--- src/rtl/viterbi_pkg.sv ---
// Shared helpers for the Viterbi path-metric unit: state count, metric
// constants and trellis predecessor mapping.
package viterbi_pkg;

   // Number of trellis states for constraint length k.
   function automatic int unsigned ns(input int unsigned k);
      return 32'd1 << (k - 32'd1);
   endfunction

   // Saturation / "unreachable" metric value for an mw-bit metric.
   function automatic int unsigned inf_of(input int unsigned mw);
      return (32'd1 << mw) - 32'd1;
   endfunction

   // Normalisation step: half of the metric range.
   function automatic int unsigned half_of(input int unsigned mw);
      return 32'd1 << (mw - 32'd1);
   endfunction

   // Predecessor b of state s: {s[K-3:0], b}.
   function automatic int unsigned pred(input int unsigned s,
                                        input int unsigned b,
                                        input int unsigned k);
      return ((s << 1) & (ns(k) - 32'd1)) | (b & 32'd1);
   endfunction

endpackage

--- src/rtl/viterbi_pmu_acs_unit.sv ---
// Saturating two-input add-compare-select cell. Ties select predecessor 0.
module acs_unit
   import viterbi_pkg::*;
#(
   parameter int unsigned MW  = 6,
   parameter int unsigned BMW = 2
) (
   input  logic [MW-1:0]  i_pm0,
   input  logic [MW-1:0]  i_pm1,
   input  logic [BMW-1:0] i_bm0,
   input  logic [BMW-1:0] i_bm1,
   output logic [MW-1:0]  o_metric,
   output logic           o_dec
);

   localparam logic [MW-1:0] INF   = MW'(inf_of(MW));
   localparam logic [MW:0]   INF_W = {1'b0, INF};

   logic [MW:0]   w_sum0;
   logic [MW:0]   w_sum1;
   logic [MW-1:0] w_c0;
   logic [MW-1:0] w_c1;

   // Widened add, saturate to INF, then compare and select.
   always_comb begin
      w_sum0   = {1'b0, i_pm0} + {{(MW + 1 - BMW){1'b0}}, i_bm0};
      w_sum1   = {1'b0, i_pm1} + {{(MW + 1 - BMW){1'b0}}, i_bm1};
      w_c0     = ((i_pm0 == INF) || (w_sum0 >= INF_W)) ? INF : w_sum0[MW-1:0];
      w_c1     = ((i_pm1 == INF) || (w_sum1 >= INF_W)) ? INF : w_sum1[MW-1:0];
      o_dec    = (w_c1 < w_c0);
      o_metric = o_dec ? w_c1 : w_c0;
   end

endmodule

--- src/rtl/viterbi_pmu.sv ---
// Path-metric unit: parallel ACS over all trellis states, metric registers,
// start-of-frame initialisation, normalisation and best-state tracking.
module viterbi_pmu
   import viterbi_pkg::*;
#(
   parameter int unsigned K   = 3,
   parameter int unsigned MW  = 6,
   parameter int unsigned BMW = 2
) (
   input  logic                       clk,
   input  logic                       rst_n,
   input  logic                       start_i,
   input  logic                       in_valid_i,
   input  logic [2*ns(K)*BMW-1:0]     bm_i,
   output logic                       out_valid_o,
   output logic [ns(K)-1:0]           dec_o,
   output logic [ns(K)*MW-1:0]        pm_o,
   output logic [K-2:0]               best_o,
   output logic                       norm_o
);

   localparam int unsigned   NS   = ns(K);
   localparam int unsigned   SW   = K - 1;
   localparam logic [MW-1:0] INF  = MW'(inf_of(MW));
   localparam logic [MW-1:0] HALF = MW'(half_of(MW));

   logic [NS-1:0][MW-1:0] r_pm;
   logic [NS-1:0]         r_dec;
   logic [SW-1:0]         r_best;
   logic                  r_norm;
   logic                  r_out_valid;

   logic [NS-1:0][MW-1:0] w_init;
   logic [NS-1:0][MW-1:0] w_old;
   logic [NS-1:0][MW-1:0] w_new;
   logic [NS-1:0][MW-1:0] w_nrm;
   logic [NS-1:0]         w_dec;
   logic [MW-1:0]         w_min;
   logic [SW-1:0]         w_arg;
   logic                  w_norm;

   // Initial metrics and the old-metric mux (start overrides the registers).
   always_comb begin
      for (int unsigned s = 0; s < NS; s++) begin
         w_init[s] = (s == 0) ? '0 : INF;
         w_old[s]  = start_i ? w_init[s] : r_pm[s];
      end
   end

   for (genvar g = 0; g < NS; g++) begin : g_acs
      localparam int unsigned P0 = pred(g, 0, K);
      localparam int unsigned P1 = pred(g, 1, K);

      acs_unit #(
         .MW  (MW),
         .BMW (BMW)
      ) u_acs (
         .i_pm0    (w_old[P0]),
         .i_pm1    (w_old[P1]),
         .i_bm0    (bm_i[(2*g)*BMW +: BMW]),
         .i_bm1    (bm_i[(2*g+1)*BMW +: BMW]),
         .o_metric (w_new[g]),
         .o_dec    (w_dec[g])
      );
   end

   // Min/argmin over the new metrics; the argmin is taken before the
   // subtraction because normalisation preserves ordering (INF stays largest).
   always_comb begin
      w_min = w_new[0];
      w_arg = '0;
      for (int unsigned s = 1; s < NS; s++) begin
         if (w_new[s] < w_min) begin
            w_min = w_new[s];
            w_arg = SW'(s);
         end
      end
   end

   // Normaliser: shift finite metrics down by HALF once the minimum is high.
   always_comb begin
      w_norm = (w_min >= HALF);
      for (int unsigned s = 0; s < NS; s++) begin
         w_nrm[s] = (w_norm && (w_new[s] != INF)) ? (w_new[s] - HALF) : w_new[s];
      end
   end

   // Metric and output registers; start without a step only reloads metrics.
   always_ff @(posedge clk or negedge rst_n) begin
      if (!rst_n) begin
         r_pm        <= w_init;
         r_dec       <= '0;
         r_best      <= '0;
         r_norm      <= 1'b0;
         r_out_valid <= 1'b0;
      end else if (in_valid_i) begin
         r_pm        <= w_nrm;
         r_dec       <= w_dec;
         r_best      <= w_arg;
         r_norm      <= w_norm;
         r_out_valid <= 1'b1;
      end else begin
         r_out_valid <= 1'b0;
         if (start_i) begin
            r_pm <= w_init;
         end
      end
   end

   assign pm_o        = r_pm;
   assign dec_o       = r_dec;
   assign best_o      = r_best;
   assign norm_o      = r_norm;
   assign out_valid_o = r_out_valid;

endmodule

--- config.mk ---
export PLATFORM = sky130hd
export DESIGN_NAME = viterbi_pmu
export DESIGN_NICKNAME = d
export VERILOG_FILES = /design/src/rtl/viterbi_pkg.sv /design/src/rtl/viterbi_pmu_acs_unit.sv /design/src/rtl/viterbi_pmu.sv
export SDC_FILE = /design/constraint.sdc
export NUM_CORES = 1
export LEC_CHECK = 0
export BUFFER_PORTS_ARGS = -buffer_cell sky130_fd_sc_hd__buf_2
export CAP_MARGIN = 20
export CORE_MARGIN = 5
export CORE_UTILIZATION = 49
export CTS_CLUSTER_DIAMETER = 80
export CTS_CLUSTER_SIZE = 12
export DETAILED_ROUTE_END_ITERATION = 10
export PLACE_DENSITY = 0.69
export SLEW_MARGIN = 0
export SYNTH_ARGS = -nofsm -noshare
export SYNTH_HDL_FRONTEND = slang
export SYNTH_HIERARCHICAL = 1
export SYNTH_SLANG_ARGS = --single-unit
--- constraint.sdc ---
create_clock -name clk -period 8.74 [get_ports clk]
set_input_delay 1.311 -clock clk [delete_from_list [all_inputs] [get_ports clk]]
set_output_delay 1.311 -clock clk [all_outputs]
set_load 0.01 [all_outputs]
==> impl_metrics.json, run 1 <==
{
  "status": "finished clean",
  "relSlewSlack_pct": 37.7,
  "ys_ff_latch": 32,
  "dieHeight_um": 103,
  "core-area_um2": 8640,
  "crit_path_start_kind": "input port",
  "tightest_slew_ps": 934,
  "layout_commonest_cell": "nor2_1",
  "cts_tree": "built",
  "synth_area_per_cell_um2": 8.37,
  "critPathKind": "input port to flip-flop",
  "final_max_slew_viol_count": 0,
  "wl_per_cell_um": 17.5,
  "synth.yosys.warnings": 6,
  "syn_inst": 511,
  "hold_depth": 1,
  "area_growth_pct": 14.8,
  "die_area_um2": 10700,
  "synth-edff-count": 0,
  "first_pass_iters": 5,
  "antennaDiodeCount": 0,
  "critical_path_required_ps": 8920,
  "synth_area_um2": 4280,
  "antenna_found_initial": 0,
  "crit_fanout": 24,
  "cts_max_path_buffers": 2,
  "grt_max_degree": 33,
  "ff2ff_setup_slack_ps": 1440,
  "grt_use_met2_pct": 37.6,
  "worst_r2r_path_depth": 31,
  "hpwl_um": 9740,
  "synth_area_leaders": "ha_1 (15%), dfstp_2 (11%), dfrtp_1 (8.2%), nor2_1 (6.1%), a21oi_1 (6.0%)",
  "wl_um": 12100,
  "portBuffers": 51,
  "setup_viol": 0,
  "top_usage_layer": "met2",
  "cp.buffers_inverters": 3,
  "ios": 52,
  "crit_family": "compound AO/OA/AOI/OAI gates",
  "die_x_um": 103,
  "dpl_cell_area_um2": 4750,
  "num-fill-cells": 793,
  "skew_ps": 8.00,
  "holdWs_ps": 491,
  "viasPerCell": 5.94,
  "use_met3_pct": 4.83,
  "crit_top_cell": "ha_1",
  "cts_made_buffers": 5,
  "gp_congestion": 1.00,
  "drc": 0,
  "cp-end-kind": "flip-flop",
  "synth_top_area_cell": "ha_1",
  "gr-total-overflow": 0,
  "final_cell_mix": "nor2_1 (68), ha_1 (51), buf_2 (51), a21oi_1 (49), nand2_1 (35)",
  "synth_cell_types": 66,
  "met1_usage_pct": 31.9,
  "cts_hold_buf": 0,
  "cts.clk_slew.worst_paths_ps": 80,
  "fmax_mhz": 121,
  "cp.arrival_ps": 8470,
  "grt_usage_pct": 23.3,
  "path_depth": 32,
  "synth-main-ff-cell": "dfstp_2",
  "start_util_pct": 49.6,
  "drive_gt1_share_pct": 26.1,
  "drv_cap": 0,
  "clock_sinks": 32,
  "synth_fp_nets": 590,
  "ant_nets": 0,
  "ys_seq_area_share_pct": 19.2,
  "async_flop_share_pct": 100,
  "critical_path.slowest_cell": "fa_1",
  "final.period_utilization_pct": 94.9,
  "hp-class": "flip-flop to flip-flop",
  "grt_pass1_vias": 4016,
  "worstSkewPairLatency_ps": 290,
  "post-route-util_pct": 56.9,
  "root_buffer": "clkbuf_8",
  "nets": 660,
  "grt_pass1_wl_um": 19800,
  "htree_levels": 2,
  "vias": 4101,
  "synth_top_area_share_pct": 14.9,
  "drt-initial-drc-count": 285,
  "core.rowCount": 34,
  "final_hold_viol_count": 0,
  "design_area_um2": 4910,
  "period_minus_slack_ps": 8300,
  "max_stage_delay_ps": 420
}
[worst register-to-register path: cells and delay by family (launching register included)]
family | cells | cell delay (ps)
AO/OA/AOI/OAI | 10 | 2040
adder cells (fa/ha/maj) | 6 | 1920
AND/OR/NAND/NOR | 9 | 1410
multiplexers | 4 | 1140
flip-flops | 1 | 370
buffers and inverters | 2 | 320
[metrics by stage]
| step | std cells | setup TNS (ps) | setup WS (ps) |
|---|---|---|---|
| final | 690 | 0 | 444 |
| after global routing | 690 | -4.71 | -4.71 |
| after CTS | 688 | 0 | 288 |
| after detailed placement | 680 | -8.08 | -8.08 |
| after global placement | 680 | 0 | 204 |
| after floorplan | 511 | 0 | 935 |
[final timing paths]
kind | endpoint | start
setup reg to reg | best_o[0]$_DFFE_PN0P_ | pm_o[18]$_DFFE_PN1P_
min in group asynchronous | dec_o[0]$_DFFE_PN0P_ | rst_n
setup / recovery | best_o[0]$_DFFE_PN0P_ | start_i
hold / removal | dec_o[0]$_DFFE_PN0P_ | dec_o[0]$_DFFE_PN0P_
hold reg to reg | dec_o[0]$_DFFE_PN0P_ | dec_o[0]$_DFFE_PN0P_
max in group asynchronous | dec_o[1]$_DFFE_PN0P_ | rst_n
[synth_stat cells, types with 5 or more instances]
cell	n
dfstp_2	18
nand4_1	12
inv_1	25
nand2_1	36
nor3_1	9
xnor2_1	5
a21oi_1	51
a21o_1	6
nor2b_1	15
xor2_1	13
mux2_1	6
ha_1	51
nand3_1	14
nor2_1	69
or2_1	17
o21ai_0	13
mux2_2	18
dfrtp_1	14
a2bb2oi_1	8
fa_1	8
o211ai_1	6
nand2b_1	7
mux2i_1	11
[layout make-up]
type                    count  area (um^2)  area share [%]
multi-input cells         443         3330            67.9
flip-flops and latches     32          823            16.8
repair buffers             71          405            8.25
well taps                 108          135            2.75
inverters                  28          105            2.14
clock buffers               6         72.6            1.48
clock inverters             2         35.0           0.713
[flip-flops by register name, summed over array words and instances (netlist names)]
register	flops
out_valid_o	1
dec_o	4
best_o	2
norm_o	1
pm_o	24
[cell families after synthesis]
| kind of cell | after synthesis | share of synthesized area [%] |
|---|---|---|
| simple gates | 204 | 24.6 |
| compound gates | 125 | 20.5 |
| fa+ha+maj | 59 | 18.7 |
| mux | 37 | 9.59 |
| buf+inv | 36 | 3.74 |
| flops | 32 | 19.2 |
| xor+xnor | 18 | 3.68 |
[what timing repair did]
| item | in CTS | in global routing |
|---|---|---|
| setup buffers | 0 | 2 |
| resized for setup | 0 | 10 |
| setup endpoints to repair | 0 | 7 |
[per-layer routing]
metal	wire length [um]	vias up	part of all wire [%]
met2	5530	143	46
met5	0	-	0
met4	206	0	1.7
li1	-	1979	-
met1	5500	1953	46
met3	815	26	6.8
Power of run 1 is not shown: default switching activity piles up to over one toggle a cycle in this logic, so the estimate is an artifact.
==> run 2: changes to the inputs <==
--- a/config.mk
+++ b/config.mk
@@ -13,6 +13,7 @@
 export CTS_CLUSTER_SIZE = 12
 export DETAILED_ROUTE_END_ITERATION = 10
 export PLACE_DENSITY = 0.69
+export RECOVER_POWER = 50
 export SLEW_MARGIN = 0
 export SYNTH_ARGS = -nofsm -noshare
 export SYNTH_HDL_FRONTEND = slang
==> run 2 against run 1 <==
Net effect:
- first-iteration DRC count is 3.2% higher
- critical endpoint unchanged
- via count increased by 0.37%
- the flow now finishes with violations (max-capacitance violations, max-slew violations)
- sequential share of layout area increased by 0.073 points
- cell area fell by 0.43%
- largest cell class unchanged
- clock skew up 1.1 ps
==> impl_metrics.json, run 2 (synthesized netlist as in run 1, its figures left out) <==
{
  "status": "finished, violations left",
  "failed_checks": "max-capacitance violations, max-slew violations",
  "hold_start": "dec_o[0]$_DFFE_PN0P_",
  "grt_pass1_wl_um": 19800,
  "hold_depth": 1,
  "gr-total-overflow": 0,
  "cts.clk_slew.worst_paths_ps": 80,
  "cts_max_path_buffers": 2,
  "largest_reg_flops": 24,
  "relSlewSlack_pct": -26.5,
  "antennaDiodeCount": 0,
  "worstSkewPairLatency_ps": 290,
  "reg2reg_from": "pm_o[18]$_DFFE_PN1P_",
  "holdWs_ps": 493,
  "worst_r2r_path_depth": 31,
  "cp-end-kind": "flip-flop",
  "portBuffers": 51,
  "core.rowCount": 34,
  "crit_fanout": 24,
  "first_pass_iters": 5,
  "cts_made_buffers": 5,
  "drv_cap": 1,
  "wl_um": 12100,
  "grt_pass1_vias": 4016,
  "clock_sinks": 32,
  "crit_top_cell": "ha_1",
  "core-area_um2": 8640,
  "drt-initial-drc-count": 294,
  "max_stage_delay_ps": 420,
  "grt_max_degree": 33,
  "layout_commonest_cell": "nor2_1",
  "final_hold_viol_count": 0,
  "critical_path.slowest_cell": "fa_1",
  "fmax_mhz": 121,
  "dpl_cell_area_um2": 4750,
  "crit_path_start_kind": "input port",
  "nets": 660,
  "die_area_um2": 10700,
  "critPathKind": "input port to flip-flop",
  "start_util_pct": 49.6,
  "die_x_um": 103,
  "startpoint": "start_i",
  "setup_viol": 0,
  "final_cell_mix": "nor2_1 (68), ha_1 (51), a21oi_1 (49), nand2_1 (35), buf_2 (34)",
  "ios": 52,
  "period_minus_slack_ps": 8300,
  "drc": 0,
  "viasPerCell": 5.97,
  "final_max_slew_viol_count": 33,
  "dieHeight_um": 103,
  "cp.arrival_ps": 8470,
  "gp_congestion": 1.00,
  "vias": 4116,
  "hpwl_um": 9740,
  "final.period_utilization_pct": 94.9,
  "critical_path_required_ps": 8920,
  "antenna_found_initial": 0,
  "drive_gt1_share_pct": 23.2,
  "root_buffer": "clkbuf_8",
  "ff2ff_setup_slack_ps": 1440,
  "ant_nets": 0,
  "htree_levels": 2,
  "area_growth_pct": 14.3,
  "cts_tree": "built",
  "skew_ps": 9.05,
  "tightest_slew_ps": 1900,
  "design_area_um2": 4890,
  "grt_usage_pct": 23.3,
  "hp-class": "flip-flop to flip-flop",
  "wl_per_cell_um": 17.6
}
## run 2: final timing paths
kind                                              end
worst max-delay path            best_o[0]$_DFFE_PN0P_
worst min-delay path             dec_o[0]$_DFFE_PN0P_
worst max register to register  best_o[0]$_DFFE_PN0P_
worst min register to register   dec_o[0]$_DFFE_PN0P_
max in group asynchronous        dec_o[1]$_DFFE_PN0P_
min in group asynchronous        dec_o[0]$_DFFE_PN0P_
## run 2: per-stage QoR
step	setup slack, ps	TNS [ps]	util, %	instances
after detailed placement	-8.08	-8.08	55.0	680
after floorplan	935	0	-	511
after global routing	-5.90	-5.90	56.6	690
after global placement	204	0	55.0	680
after CTS	288	0	56.2	688
final	443	0	56.6	690
## run 2: critical path, delay by kind of cell
kind | cells | cell delay, ps
and+or+nand+nor | 9 | 1470
adders and majority gates | 6 | 1920
AOI/OAI and AO/OA | 10 | 2050
muxes | 4 | 1130
buffers and inverters | 3 | 570
## run 2: cell type report
cell class	count	area, um^2
tap	108	135
clock inverter	2	35.0
clock buffer	6	72.6
fill	806	3750
multi-input combinational	443	3330
sequential	32	823
inverter	28	105
timing repair buffer	71	384
## run 2: timing repair
action / 4_1_cts / 5_1_grt
hold buffers: 0 / 0
setup buffers: 0 / 2
hold endpoints to repair: 0 / 0
resized for setup: 0 / 10
setup endpoints to repair: 0 / 7
## run 2: layer usage
metal	global-route usage, %	routed length, um	vias to the layer above
li1	-	-	1983
met1	31.9	5560	1971
met2	37.6	5580	138
met3	4.83	816	24
met4	5.68	192	0
met5	0	0	-
Power of run 2 is left out for the same reason.
